**src/rtl/xoodyak_pkg.sv**
```systemverilog
// Shared widths, FSM encoding and the Down flip mask for the Xoodyak absorb phase.
package xoodyak_pkg;

    localparam int STATE_W = 384;
    localparam int RATE_W  = 352;
    localparam int IDX_W   = 4;

    // Down inverts bits 24, 1 and 0 on top of the rate XOR.
    localparam logic [STATE_W-1:0] DOWN_MASK = {{(STATE_W-32){1'b0}}, 32'h0100_0003};

    typedef enum logic [1:0] {
        ST_IDLE = 2'd0,
        ST_PERM = 2'd1,
        ST_WAIT = 2'd2,
        ST_DONE = 2'd3
    } absorb_fsm_e;

endpackage

```
**src/rtl/xoodyak_down.sv**
```systemverilog
// Combinational Down(): XOR the rate block into the top of the state and
// apply the fixed padding/domain flips. Shared by any phase that absorbs.
module xoodyak_down
    import xoodyak_pkg::*;
(
    input  logic [STATE_W-1:0] i_state,
    input  logic [RATE_W-1:0]  i_blk,
    output logic [STATE_W-1:0] o_state
);

    assign o_state = i_state ^ {i_blk, {(STATE_W-RATE_W){1'b0}}} ^ DOWN_MASK;

endmodule

```
**src/rtl/xoodyak_absorb_ctrl.sv**
```systemverilog
// Absorb-phase sequencer: alternates permutation runs (external round function)
// with Down() of each offered block. Optional block counter: XOODYAK_ABSORB_BLKCNT_EN.
//
// state | meaning
// IDLE  | waiting for start
// PERM  | one external round per cycle, rnd_idx 0..NROUNDS-1
// WAIT  | blk_ready high, next block absorbed on blk_valid
// DONE  | absorb_complete pulse, absorbed_state valid
module xoodyak_absorb_ctrl
    import xoodyak_pkg::*;
#(
    parameter int NROUNDS = 12
) (
    input  logic               eph1,
    input  logic               reset,
    input  logic               start,
    input  logic [STATE_W-1:0] state_initial,
    input  logic               blk_valid,
    output logic               blk_ready,
    input  logic [RATE_W-1:0]  blk_data,
    input  logic               blk_last,
    output logic [STATE_W-1:0] rnd_state_out,
    output logic [IDX_W-1:0]   rnd_idx,
    input  logic [STATE_W-1:0] rnd_state_in,
    output logic [STATE_W-1:0] absorbed_state,
    output logic               absorb_complete,
    output logic               busy
`ifdef XOODYAK_ABSORB_BLKCNT_EN
    ,
    output logic [15:0]        blk_count
`endif
);

    localparam logic [IDX_W-1:0] LAST_IDX = IDX_W'(NROUNDS - 1);

    absorb_fsm_e        r_fsm;
    absorb_fsm_e        w_fsm_nxt;
    logic [IDX_W-1:0]   r_cnt;
    logic [IDX_W-1:0]   w_cnt_nxt;
    logic [STATE_W-1:0] r_state;
    logic [STATE_W-1:0] w_state_nxt;
    logic [STATE_W-1:0] r_absorbed;
    logic               w_abs_load;
    logic [STATE_W-1:0] w_down;

    xoodyak_down u_down (
        .i_state (r_state),
        .i_blk   (blk_data),
        .o_state (w_down)
    );

    always_comb begin
        w_fsm_nxt   = r_fsm;
        w_cnt_nxt   = r_cnt;
        w_state_nxt = r_state;
        w_abs_load  = 1'b0;
        case (r_fsm)
            ST_IDLE: begin
                if (start) begin
                    w_state_nxt = state_initial;
                    w_cnt_nxt   = '0;
                    w_fsm_nxt   = ST_PERM;
                end
            end
            ST_PERM: begin
                w_state_nxt = rnd_state_in;
                if (r_cnt == LAST_IDX) begin
                    w_cnt_nxt = '0;
                    w_fsm_nxt = ST_WAIT;
                end else begin
                    w_cnt_nxt = r_cnt + 1'b1;
                end
            end
            ST_WAIT: begin
                if (blk_valid) begin
                    w_state_nxt = w_down;
                    w_cnt_nxt   = '0;
                    if (blk_last) begin
                        w_abs_load = 1'b1;
                        w_fsm_nxt  = ST_DONE;
                    end else begin
                        w_fsm_nxt = ST_PERM;
                    end
                end
            end
            ST_DONE: begin
                w_fsm_nxt = ST_IDLE;
            end
            default: begin
                w_fsm_nxt = ST_IDLE;
            end
        endcase
    end

    always_ff @(posedge eph1) begin
        if (reset) begin
            r_fsm      <= ST_IDLE;
            r_cnt      <= '0;
            r_state    <= '0;
            r_absorbed <= '0;
        end else begin
            r_fsm   <= w_fsm_nxt;
            r_cnt   <= w_cnt_nxt;
            r_state <= w_state_nxt;
            if (w_abs_load) begin
                r_absorbed <= w_down;
            end
        end
    end

    assign blk_ready       = (r_fsm == ST_WAIT);
    assign absorb_complete = (r_fsm == ST_DONE);
    assign busy            = (r_fsm != ST_IDLE);
    assign rnd_state_out   = r_state;
    assign rnd_idx         = r_cnt;
    assign absorbed_state  = r_absorbed;

`ifdef XOODYAK_ABSORB_BLKCNT_EN
    logic [15:0] r_blk_count;
    logic        w_start_acc;
    logic        w_blk_acc;

    assign w_start_acc = (r_fsm == ST_IDLE) && start;
    assign w_blk_acc   = (r_fsm == ST_WAIT) && blk_valid;

    // Saturating so a very long message never wraps back to a small count.
    always_ff @(posedge eph1) begin
        if (reset) begin
            r_blk_count <= '0;
        end else if (w_start_acc) begin
            r_blk_count <= '0;
        end else if (w_blk_acc && (r_blk_count != 16'hFFFF)) begin
            r_blk_count <= r_blk_count + 16'd1;
        end
    end

    assign blk_count = r_blk_count;
`endif

endmodule

```
**config.mk**
```make
export PLATFORM = sky130hd
export DESIGN_NAME = xoodyak_absorb_ctrl
export DESIGN_NICKNAME = d
export VERILOG_FILES = /design/src/rtl/xoodyak_pkg.sv /design/src/rtl/xoodyak_down.sv /design/src/rtl/xoodyak_absorb_ctrl.sv
export SDC_FILE = /design/constraint.sdc
export NUM_CORES = 2
export LEC_CHECK = 0
export ABC_AREA = 0
export BUFFER_PORTS_ARGS = -buffer_cell sky130_fd_sc_hd__buf_2
export CAP_MARGIN = 10
export CORE_AREA = 2 2 738 740
export CTS_BUF_LIST = sky130_fd_sc_hd__clkbuf_8
export CTS_CLUSTER_DIAMETER = 100
export DETAILED_ROUTE_END_ITERATION = 12
export DIE_AREA = 0 0 740 742
export HOLD_SLACK_MARGIN = 0.03
export PLACE_DENSITY = 0.3
export SLEW_MARGIN = 40
export SYNTH_ARGS = -nofsm -noshare
export SYNTH_HDL_FRONTEND = slang
export SYNTH_SLANG_ARGS = --single-unit
```
**constraint.sdc**
```tcl
create_clock -name eph1 -period 5.8 [get_ports eph1]
set_clock_uncertainty 0.15 [all_clocks]
set_input_delay 0.87 -clock eph1 [delete_from_list [all_inputs] [get_ports eph1]]
set_output_delay 0.87 -clock eph1 [all_outputs]
set_load 0.05 [all_outputs]
```
---- Word-level counts from Yosys, hierarchy flattened ----
Index checks and enable logic that the tools add are counted.
storage, ports and cells
  logic and storage cells ................. 34
  output and inout bits ................... 775
  bits of input ports ..................... 1125
  latch bits .............................. 0
  memory bits (read-only) ................. 0
  memories kept ........................... 0
  bits in writable memories ............... 0
  register bits ........................... 774
operators by class
  shifts and indexed selects .............. 0
  bitwise operators ....................... 2
  muxes and demuxes ....................... 15
  div/mod/pow operators ................... 0
  reduce and logical (&&, ||, !) cells .... 5
  order comparisons ....................... 0
  $mul .................................... 0
  $add $sub $neg .......................... 1
  equal/unequal tests ..................... 7
operator list
  operator                                                          number
  384-bit case mux with 3 select lines                              1
  384-bit two-way mux                                               2
  384-bit bitwise XOR                                               1
  4-bit two-way mux                                                 3
  4-bit case mux with 3 select lines                                1
  2-bit two-way mux                                                 4
  2-bit case mux with 4 select lines                                1
  2-bit != test (second input constant)                             3
  3-bit AND reduction                                               2
  4-bit by 1-bit adder with 4-bit output (second input constant)    1
  2-bit == test (second input constant)                             2
  4-bit == test (second input constant)                             1
  1-bit two-way mux                                                 3
  3-bit inverter                                                    1
  3-bit nonzero test                                                1
  2-bit by 1-bit == test with 1-bit output (second input constant)  1
  2-bit logical NOT                                                 1
  2-bit nonzero test                                                1

---- Depth between registers and ports, before layout ----
  depth after elaboration ................. 4
  gate-level depth with buffers ........... 9

---- Hierarchy ----
A second synthesis with hierarchy kept.
unflattened totals
  cell total of the unflattened synthesis .. 4656
  area, all modules ....................... 35276.3 um^2
by module, submodules not included
  module               times used  cells each  seq. area each (um^2)  area an instance (um^2)
  xoodyak_absorb_ctrl  1           4272        15494.9                31964.4
  xoodyak_down         1           384         0.0                    3311.9

---- Worst setup path after synthesis ----
OpenSTA, ideal clock, no wires.
  path kind ............................... reg-to-reg
  start point ............................. register r_fsm[0]
  end point ............................... register r_cnt[3], in the netlist rnd_idx[3]
  data arrival time ....................... 2.184 ns
  cell stages (with the launch flop) ...... 8
  data required time ...................... 5.580 ns
  slack ................................... 3.396 ns
  cell sequence ........................... dfxtp_1 > inv_1 > ha_1 > nor2b_2 > or3_1 > buf_2 > or4_1 > a21oi_1
on the way
  longest elaborated chain between the ends .. 3
  elaborated cells between the ends (all ways) .. 8
  those cells by class .................... eq/ne (4); mux (1); reduce/logical (3)
RTL lines
  element                                                        line                        source
  start, declared                                                xoodyak_absorb_ctrl.sv:36   absorb_fsm_e r_fsm;
  start signal, assigned                                         xoodyak_absorb_ctrl.sv:102  r_fsm <= w_fsm_nxt;
  2-bit == test *                                                --
  net blk_ready                                                  xoodyak_absorb_ctrl.sv:19   output logic blk_ready,
  2-bit != test (no line) or 3-bit nonzero test (tied branches)  --
  3-bit AND reduction (no line)                                  --
  end signal, assigned                                           xoodyak_absorb_ctrl.sv:103  r_cnt <= w_cnt_nxt;
  end, declared                                                  xoodyak_absorb_ctrl.sv:38   logic [IDX_W-1:0] r_cnt;
Mark *: on every way through the listed nets, which the timed path passes. The rest lies on a longest branch.
A chain may end at the register's enable or synchronous reset.

---- Worst setup path after layout ----
  start point ............................. register r_fsm[0]
  end point ............................... register r_state[161], in the netlist rnd_state_out[161]
on the way
  longest elaborated chain between the ends .. 3
  elaborated cells between the ends (all ways) .. 8
  those cells by class .................... eq/ne (4); mux (1); reduce/logical (3)
RTL lines
  element                                                        line                        source
  2-bit == test (tied with other cells)                          xoodyak_absorb_ctrl.sv:57   case (r_fsm)
  2-bit != test (no line) or 3-bit nonzero test (tied branches)  --
  3-bit AND reduction (no line)                                  --
  end signal, assigned                                           xoodyak_absorb_ctrl.sv:104  r_state <= w_state_nxt;
  end, declared                                                  xoodyak_absorb_ctrl.sv:40   logic [STATE_W-1:0] r_state;
Parallel ways exist; a longest one is shown, timed or not.

==> metrics.csv <==
stage,metric,value,unit
clocking,cts_tree,yes,
die,ioPinCount,1900,
synthesis,synthFlopType,dfxtp_1,
power,power_leakage,26.20,nW
die,dieArea,0.5491,sq mm
sta,rsz0062_at_grt,false,
global_routing,grt_pass1_wl,555.5,mm
global_routing,grt_max_degree,137,
power,p_clk_share,17.4,%
sta,post-route-period-util,76.30,%
finish,synthToLayoutAreaGrowth,85.76,%
die,core.rowCount,271,
critical_path,end_kind,flop,
synthesis,syn_inst,4667,
critical_path,crit_path_max_fanout,84,
clocking,cts_htree_levels,4,
power,switching_share,55.97,%
sta,max_slew_margin,31.94,%
synthesis,synth_area,0.03692,sq mm
sta,fmaxAchievable,226.0,MHz
power,p_int,17.26,mW
synthesis,ys_types,32,
hold_path,hold_class,input port to flop,
placed_design,dpl-instance-area,0.05499,sq mm
outcome,run_status,finished clean,
synthesis,synth_warnings,0,
global_routing,overflow,0,
detailed_routing,drc_errors,0,
detailed_routing,initialDrtViolationCount,3166,
synthesis,ys_seq_elements,774,
critical_path,worstSetupStartpointType,flop,
synthesis,yosysTopAreaCellShare,41.97,%
power,p_total,39.21,mW
critical_path,setup.worst_path.class,flop to flop,
synthesis,synth_fp_nets,5800,
critical_path,worst_ep_arrival_time,5260,ps
power,p_sw,21.95,mW
power,peakVddDrop,401.4,uV
detailed_routing,postRouteAntennaNets,0,
clocking,cts_setup_buffers,0,
sta,final-max-slew-violation-count,0,
placed_design,port_buffers,1899,
clocking,clock_sinks,774,
detailed_routing,drt-pass1-iter-count,8,
clocking,cts_buffer_depth,4,
clocking,clk_pin_slew_worst_paths,60,ps
finish,drive_above_1_share,30.21,%
synthesis,ys_top_cells_by_count,"1145 x nand2_1, 774 x dfxtp_1, 398 x nor2_1",
synthesis,seq_area_frac_synth,41.97,%
synthesis,synth-edff-count,0,
detailed_routing,avgRoutedWirePerCell,30.06,um
power,combPwrFrac,60.9,%
finish,fin_nets,8505,
synthesis,synthTopCellsByArea,"dfxtp_1 42%, nand2_1 12%, o221ai_1 8.3%",
detailed_routing,viasPerCell,3.270,
detailed_routing,totalWireLength,447.7,mm
clocking,cts-buffers-inserted,181,
synthesis,synth.avg_cell_area,7.910,sq um
placed_design,dp_slack,2333,ps
detailed_routing,vias,48710,
die,core-area,0.5422,sq mm
placed_design,hpwl,382.5,mm
global_routing,grt_usage,15.57,%
die,die_w,740,um
synthesis,synth.most_common_cell,nand2_1,
global_routing,grt_pass1_vias,48600,
power,p_per_area,571.8,mW/mm^2
synthesis,ys_async_sr_fraction,0,%
power,p_seq_share,21.7,%
job,drv_cap,0,
die,die_y,742,um
sta,layout_setup_ws,1375,ps
placed_design,gp_congestion,0.9876,
global_routing,antenna_found_initial,440,
sta,hold_violations,0,
sta,period_needed,4425,ps
sta,fin_tns_setup,0,ps
clocking,cts_root_buf,clkbuf_8,
die,start_util,6.809,%
synthesis,yosysTopAreaCell,dfxtp_1,
sta,setup_violations,0,
clocking,worstSkewPairLatency,1080,ps
sta,tightest_slew,1014,ps
critical_path,required,6640,ps
finish,final_cell_area,0.06857,sq mm
==> power groups by stage <==
stage / Clock, mW / Sequential (mW) / Combinational [mW]
global placement: 0 / 8.61 / 21.8
CTS: 7.19 / 8.54 / 24.4
floorplan: 0 / 12.5 / 7.84
detailed placement: 0 / 8.65 / 21.8
global route: 7.34 / 8.66 / 25.5
finish: 6.83 / 8.51 / 23.9
==> layer usage <==
metal | share of wire (%) | global-route usage (%) | vias to the layer above
met5 | 0.27 | 0 | -
met4 | 5.0 | 6.052 | 188
met3 | 13 | 8.839 | 917
met2 | 42 | 23.94 | 2608
met1 | 39 | 17.78 | 23190
li1 | - | - | 21800
==> logic make-up (layout without fill, tap and decap cells) <==
| kind of cell | Yosys count | in the layout | synth area share [%] |
|---|---|---|---|
| and+or+nand+nor | 1939 | 1939 | 22.32 |
| AOI/OAI and AO/OA | 1133 | 1133 | 21.72 |
| DFF | 774 | 774 | 41.97 |
| buffers and inverters | 461 | 3298 | 5.365 |
| xor gates and xnor gates | 352 | 352 | 8.351 |
| adders and majority gates | 8 | 8 | 0.2712 |
| other | 0 | 155 | 0 |
==> worst max-delay path, cell delays in order (launching register included) <==
cell           delay [ps]
dfxtp_1               470
inv_1                 200
ha_1                  320
nor2b_2               220
nor3_2                320
buf_12                380
buf_12                300
o221ai_1              240
dlygate4sd3_1         620
a21oi_1               140
dlygate4sd3_1         560
==> registers in the layout, summed over array words and instances (netlist names) <==
name	flops
absorbed_state	384
rnd_idx	4
rnd_state_out	384
r_fsm	2
==> through the flow <==
step | util, % | hold WS, ps | instances
4_1_cts | 12.57 | 30.51 | 14740
3_5_place_dp | 10.14 | 296.7 | 13460
3_3_place_gp | 10.11 | 293.6 | 13450
2_1_floorplan | - | 295.7 | 4667
5_1_grt | 12.60 | 56.76 | 14800
6_report | 12.65 | 196.7 | 14890
==> cell usage in the layout (no fill, tap or decap), types with 2 or more instances in the layout <==
master,instances
clkbuf_8,207
a221oi_1,3
nand3_1,32
a311oi_1,29
inv_8,5
ha_4,3
a22o_1,3
a21o_1,2
nor2_1,398
bufinv_16,5
a211oi_1,354
dlygate4sd3_1,966
a21oi_1,387
nand2_1,1145
ha_1,5
inv_12,3
o21ai_0,2
dfxtp_1,774
nor2b_1,352
inv_1,89
diode_2,155
clkinv_2,11
clkinv_8,2
buf_4,73
xnor2_1,336
o221ai_1,351
buf_2,1898
xnor2_2,15
buf_12,36
==> worst paths after layout <==
path                            from                 end  slack [ps]  cells after the start
setup / recovery            r_fsm[0]  rnd_state_out[161]        1370                     10
hold / removal     rnd_state_in[172]  rnd_state_out[172]         200                      5
hold reg to reg   absorbed_state[26]  absorbed_state[26]         300                      2
setup reg to reg            r_fsm[0]  rnd_state_out[161]        1370                     10
==> what timing repair did <==
item,4_1_cts,5_1_grt
hold buffers,966,0
hold endpoints to repair,679,0
endpoints found under the setup margin,0,0
resized for setup,0,0
==> cell type report <==
cell class,count,area [sq um]
clock buffer,207,2849
sequential,774,15490
inverter,8,30.03
clock inverter,108,655.6
multi-input combinational,3432,19630
tap,7234,9051
fill,63420,473600
timing repair buffer,2975,20480
antenna,155,387.9
Power figures use the tool's default switching activity.
